**src/rtl/cp0_reg_pkg.sv**
```systemverilog
// cp0_reg_pkg: shared CP0 register numbers, exception type codes and common constants
package cp0_reg_pkg;
  localparam logic RstEnable = 1'b1;
  localparam logic WriteEnable = 1'b1;
  localparam logic [31:0] ZeroWord = 32'h0000_0000;
  localparam logic [4:0] CP0_REG_COUNT = 5'd9;
  localparam logic [4:0] CP0_REG_COMPARE = 5'd11;
  localparam logic [4:0] CP0_REG_STATUS = 5'd12;
  localparam logic [4:0] CP0_REG_CAUSE = 5'd13;
  localparam logic [4:0] CP0_REG_EPC = 5'd14;
  localparam logic [4:0] CP0_REG_PRID = 5'd15;
  localparam logic [4:0] CP0_REG_CONFIG = 5'd16;
  localparam logic [31:0] EXC_INTERRUPT = 32'h0000_0001;
  localparam logic [31:0] EXC_SYSCALL = 32'h0000_0008;
  localparam logic [31:0] EXC_INST_INVALID = 32'h0000_000a;
  localparam logic [31:0] EXC_OVERFLOW = 32'h0000_000c;
  localparam logic [31:0] EXC_TRAP = 32'h0000_000d;
  localparam logic [31:0] EXC_ERET = 32'h0000_000e;
  localparam logic [31:0] STATUS_RESET = 32'h1000_0000;
  localparam int STATUS_EXL = 1;
  localparam int CAUSE_BD = 31;

  // {valid, ExcCode} for a non-eret exception type; valid=0 for none/eret/unlisted
  function automatic logic [5:0] exc_decode(input logic [31:0] t);
    case (t)
      EXC_INTERRUPT: exc_decode = {1'b1, 5'd0};
      EXC_SYSCALL: exc_decode = {1'b1, 5'd8};
      EXC_INST_INVALID: exc_decode = {1'b1, 5'd10};
      EXC_OVERFLOW: exc_decode = {1'b1, 5'd12};
      EXC_TRAP: exc_decode = {1'b1, 5'd13};
      default: exc_decode = 6'd0;
    endcase
  endfunction
endpackage

```
**src/rtl/cp0_reg.sv**
```systemverilog
// cp0_reg: MIPS coprocessor-0 register file with timer, exception and eret handling
module cp0_reg
  import cp0_reg_pkg::*;
#(
  parameter logic [31:0] PRID_VALUE = 32'h004C_0102,
  parameter logic [31:0] CONFIG_RESET = 32'h0000_8000
) (
  input  logic        clk,
  input  logic        rst,
  input  logic        we_i,
  input  logic [4:0]  waddr_i,
  input  logic [31:0] data_i,
  input  logic [4:0]  raddr_i,
  input  logic [5:0]  int_i,
  input  logic [31:0] excepttype_i,
  input  logic [31:0] current_inst_addr_i,
  input  logic        is_in_delayslot_i,
  output logic [31:0] data_o,
  output logic [31:0] count_o,
  output logic [31:0] compare_o,
  output logic [31:0] status_o,
  output logic [31:0] cause_o,
  output logic [31:0] epc_o,
  output logic [31:0] config_o,
  output logic [31:0] prid_o,
  output logic        timer_int_o
);
  logic [31:0] r_count, r_compare, r_status, r_cause, r_epc;
  logic        r_timer_int;
  logic [31:0] w_status_n, w_cause_n, w_epc_n;
  logic        w_wr_count, w_wr_compare, w_wr_status, w_wr_cause, w_wr_epc;
  logic [5:0]  w_exc;
  logic        w_eret;

  assign w_wr_count = we_i == WriteEnable && waddr_i == CP0_REG_COUNT;
  assign w_wr_compare = we_i == WriteEnable && waddr_i == CP0_REG_COMPARE;
  assign w_wr_status = we_i == WriteEnable && waddr_i == CP0_REG_STATUS;
  assign w_wr_cause = we_i == WriteEnable && waddr_i == CP0_REG_CAUSE;
  assign w_wr_epc = we_i == WriteEnable && waddr_i == CP0_REG_EPC;
  assign w_exc = exc_decode(excepttype_i);
  assign w_eret = excepttype_i == EXC_ERET;

  // software write first, then exception/eret fields layered on top so they win
  always_comb begin
    w_status_n = w_wr_status ? data_i : r_status;
    w_epc_n = w_wr_epc ? data_i : r_epc;
    w_cause_n = r_cause;
    w_cause_n[23:22] = w_wr_cause ? data_i[23:22] : r_cause[23:22];
    w_cause_n[9:8] = w_wr_cause ? data_i[9:8] : r_cause[9:8];
    w_cause_n[15:10] = int_i;
    if (w_exc[5]) begin
      if (!r_status[STATUS_EXL]) begin
        w_epc_n = is_in_delayslot_i ? current_inst_addr_i - 32'd4 : current_inst_addr_i;
        w_cause_n[CAUSE_BD] = is_in_delayslot_i;
      end
      w_status_n[STATUS_EXL] = 1'b1;
      w_cause_n[6:2] = w_exc[4:0];
    end else if (w_eret) begin
      w_status_n[STATUS_EXL] = 1'b0;
    end
  end

  // register update; reset discards any same-cycle write or exception
  always_ff @(posedge clk) begin
    if (rst == RstEnable) begin
      r_count <= ZeroWord;
      r_compare <= ZeroWord;
      r_status <= STATUS_RESET;
      r_cause <= ZeroWord;
      r_epc <= ZeroWord;
      r_timer_int <= 1'b0;
    end else begin
      r_count <= w_wr_count ? data_i : r_count + 32'd1;
      r_compare <= w_wr_compare ? data_i : r_compare;
      r_timer_int <= w_wr_compare ? 1'b0 :
                     (r_compare != ZeroWord && r_count == r_compare) ? 1'b1 : r_timer_int;
      r_status <= w_status_n;
      r_cause <= w_cause_n;
      r_epc <= w_epc_n;
    end
  end

  assign data_o = raddr_i == CP0_REG_COUNT ? r_count :
                  raddr_i == CP0_REG_COMPARE ? r_compare :
                  raddr_i == CP0_REG_STATUS ? r_status :
                  raddr_i == CP0_REG_CAUSE ? r_cause :
                  raddr_i == CP0_REG_EPC ? r_epc :
                  raddr_i == CP0_REG_PRID ? PRID_VALUE :
                  raddr_i == CP0_REG_CONFIG ? CONFIG_RESET : ZeroWord;
  assign count_o = r_count;
  assign compare_o = r_compare;
  assign status_o = r_status;
  assign cause_o = r_cause;
  assign epc_o = r_epc;
  assign config_o = CONFIG_RESET;
  assign prid_o = PRID_VALUE;
  assign timer_int_o = r_timer_int;
endmodule
```
**config.mk**
```make
export PLATFORM = sky130hd
export DESIGN_NAME = cp0_reg
export DESIGN_NICKNAME = d
export VERILOG_FILES = /design/src/rtl/cp0_reg_pkg.sv /design/src/rtl/cp0_reg.sv
export SDC_FILE = /design/constraint.sdc
export NUM_CORES = 1
export LEC_CHECK = 0
export CAP_MARGIN = 15
export CORE_UTILIZATION = 25
export DETAILED_ROUTE_END_ITERATION = 12
export PLACE_DENSITY = 0.52
export SLEW_MARGIN = 20
export SYNTH_ARGS = -nofsm -noshare
export SYNTH_HDL_FRONTEND = slang
export SYNTH_SLANG_ARGS = --single-unit
```
**constraint.sdc**
```tcl
create_clock -name clk -period 3.05 [get_ports clk]
set_input_delay 0.61 -clock clk [delete_from_list [all_inputs] [get_ports clk]]
set_output_delay 0.61 -clock clk [all_outputs]
set_load 0.005 [all_outputs]
```
==> flow_summary.ini <==
[clock_tree]
clkTransAtPathRegs_ns = 0.06
worstSkewPairLatency_ns = 0.43
numCtsBuffers = 17
cts_tree = yes
ctsRootBufferMaster = clkbuf_16
cts.sinks = 144
cts_buffer_depth = 2
cts_htree_levels = 4
holdBufCountCts = 0

[yosys]
synth-edff-count = 0
ys.flop_type = dfxtp_1
synth_seq_cells = 144
yosys.cell_types.count = 54
ys_warn_count = 0
async_flop_share_pct = 0
synth_area_um2 = 8843
synthCells = 1100
ys_seq_area_share_pct = 32.60
avgSynthCellArea_um2 = 8.040

[setup_path]
crit_path_top_delay_cell = clkdlybuf4s50_1
worst-setup-path-type = in -> out
crit_arrival_ns = 2.33
cp_max_fo = 13
critPathLaunchType = primary input
cp_data_required_time_ns = 2.44
critical-path-max-stage-delay_ns = 0.48
endpoint_kind = output pin
path_cells = clkdlybuf4s50_1 -> nor2b_4 -> nand2_1 -> or2_4 -> buf_6 -> o32a_1 -> dlygate4sd2_1

[floorplan]
pin_count = 373
fp.dieH_um = 190.1
initial_core_util_pct = 25.48
die_area_um2 = 36130
die_x_um = 190.1
core_um2 = 34710
placementRows = 68

[timing]
setup_viol = 0
worst_slew_pin_slew_ns = 0.6593
max_freq_mhz = 339.6
slew_headroom_pct = 55.45
final.setup_skew_ns = 0.009301
hold_viol_final = 0
fin_crit_ns = 2.945
setup_tns_ns = 0
rsz0062_at_grt = false
post-route-period-util_pct = 96.55
drv_slew = 0

[pwr]
p_per_area_nw_per_um2 = 360.5
p_leak_nw = 4.754
p_total_mw = 4.660
vdd_drop_max_mv = 0.3738

[detailed_routing]
drc_errors = 0
avgViaCountPerCell = 4.757
dr.pass1.iters = 5
wire_per_inst_um = 21.05
drt-initial-drc-count = 814
drt-total-wl_um = 39050
vias = 8824
ant_nets = 0

[place]
place_hpwl_um = 30870
gp_congestion = 0.8898
portBuffers = 291
dpl_cell_area_um2 = 12190

[hold_path]
hold_class = reg -> reg

[grt]
grt_pass1_wl_um = 56810
grt_use_total_pct = 21.20
grt_antenna_before_repair = 3
grt_pass1_vias = 8382
overflow = 0
grt_max_degree = 65

[finish]
seq_area_um2 = 2883
post-route-util_pct = 37.24
finalInstanceArea_um2 = 12930
multi_input_area_um2 = 5374
area_growth_pct = 46.19
fillers = 3632
drive_gt1_share_pct = 10.16
fin_nets = 1503

[outcome]
outcome = complete, no violations

[flow_run]
maxCapViolCount = 0
per-stage QoR:
stage,hold WS [ns],cells,setup slack [ns]
after CTS,0.4750,1850,-0.09031
after global routing,0.4879,1855,0.01201
after global placement,0.4615,1818,-0.3844
after detailed placement,0.4656,1818,-0.4031
final,0.4728,1855,0.1051
after floorplan,0.4607,1179,0.5308
worst max-delay path: cells and delay by family:
kind | cells | cell delay (ns)
AOI/OAI and AO/OA | 1 | 0.28
and+or+nand+nor | 3 | 0.51
buffers and inverters | 3 | 0.92
layout make-up:
type / count / area share (%)
multi-input combinational: 863 / 41.57
clock inverter: 12 / 1.036
inverter: 11 / 0.3194
tap: 455 / 4.403
antenna: 2 / 0.03871
clock buffer: 20 / 3.455
sequential: 144 / 22.30
timing repair buffer: 348 / 26.88
cells in the final DEF (no fill, tap or decap), drive strengths merged, types with 3 or more instances in the layout:
master,instances
nor4b,5
conb,81
nand3,22
xor2,40
clkinvlp,5
a21oi,81
nor2,83
nand2,146
a222oi,5
nor4,25
nor2b,47
inv,13
clkbuf,20
dlygate4sd2,19
dlymetal6s2s,14
o22ai,19
and3,5
or4,3
xnor2,50
nand3b,4
a22oi,9
buf,59
nor3,22
a211oi,94
clkinv,3
nand4b,3
nor3b,3
nand2b,8
o21ai,11
dfxtp,144
clkdlybuf4s50,256
nand4,31
mux2i,44
path summary, 6_finish.rpt:
| kind | start | end | slack (ns) | depth (start not counted) |
|---|---|---|---|---|
| max reg2reg | count_o[0] | count_o[31] | 0.84 | 5 |
| max | raddr_i[3] | data_o[8] | 0.11 | 7 |
| min | status_o[4] | status_o[4] | 0.47 | 2 |
| min reg2reg | status_o[4] | status_o[4] | 0.47 | 2 |
where the power goes:
group	switching, mW	internal, mW	total (mW)
registers	0.0373	1.90	1.94
logic	0.312	0.298	0.610
clock network	0.879	1.23	2.11
total	1.23	3.43	4.66
per-layer routing:
layer	track usage (%)	share of wire [%]	vias to the layer above
met4	6.203	1.9	2
met5	0	0.031	-
met1	29.68	47	4167
met3	4.575	6.2	35
met2	32.27	45	329
li1	-	-	4291
repair_timing:
action                                 4_1_cts  5_1_grt
cloned                                       0        0
endpoints found under the hold margin        0        0
setup endpoints to repair                   32       17
gates resized for setup                     43       17
pin swaps                                    3        1
buffers inserted                             0        3
cell families (layout without fill, tap and decap cells):
| family | Yosys count | after routing | synth area share, % |
|---|---|---|---|
| AO/OA/AOI/OAI | 228 | 228 | 18.31 |
| XOR/XNOR | 90 | 90 | 8.913 |
| buffers and inverters | 172 | 391 | 11.22 |
| other | 2 | 83 | 0.08492 |
| flip-flops | 144 | 144 | 32.60 |
| adder cells (fa/ha/maj) | 2 | 2 | 0.2829 |
| multiplexers | 45 | 45 | 5.107 |
| AND/OR/NAND/NOR | 417 | 417 | 23.49 |
synthesized netlist by cell type (4+ instances only):
cell type	number	area, um2
and3_1	5	31.28
buf_1	5	18.77
mux2i_1	44	440.4
nand4_1	31	193.9
nand3_1	22	110.1
a211oi_1	67	503.0
dfxtp_1	144	2883
nand2b_1	8	50.05
xnor2_1	50	437.9
nor2b_1	47	294.0
xor2_1	40	350.3
o21ai_0	10	50.05
clkbuf_1	62	232.7
nand2_1	146	548.0
a22oi_1	9	67.56
a211oi_2	27	337.8
a222oi_1	5	50.05
nor3_1	22	110.1
o22ai_1	19	118.9
nor4b_1	4	35.03
inv_1	11	41.29
nor4_1	23	143.9
a21oi_1	81	405.4
buf_4	84	630.6
buf_2	5	25.02
nor2_1	82	307.8
nand3b_1	4	30.03
flip-flops by register name (all words and copies together) (netlist names):
signal,cells
cause_o,15
compare_o,32
count_o,32
epc_o,32
status_o,32
timer_int_o,1
(Power assumes the default switching activity.)
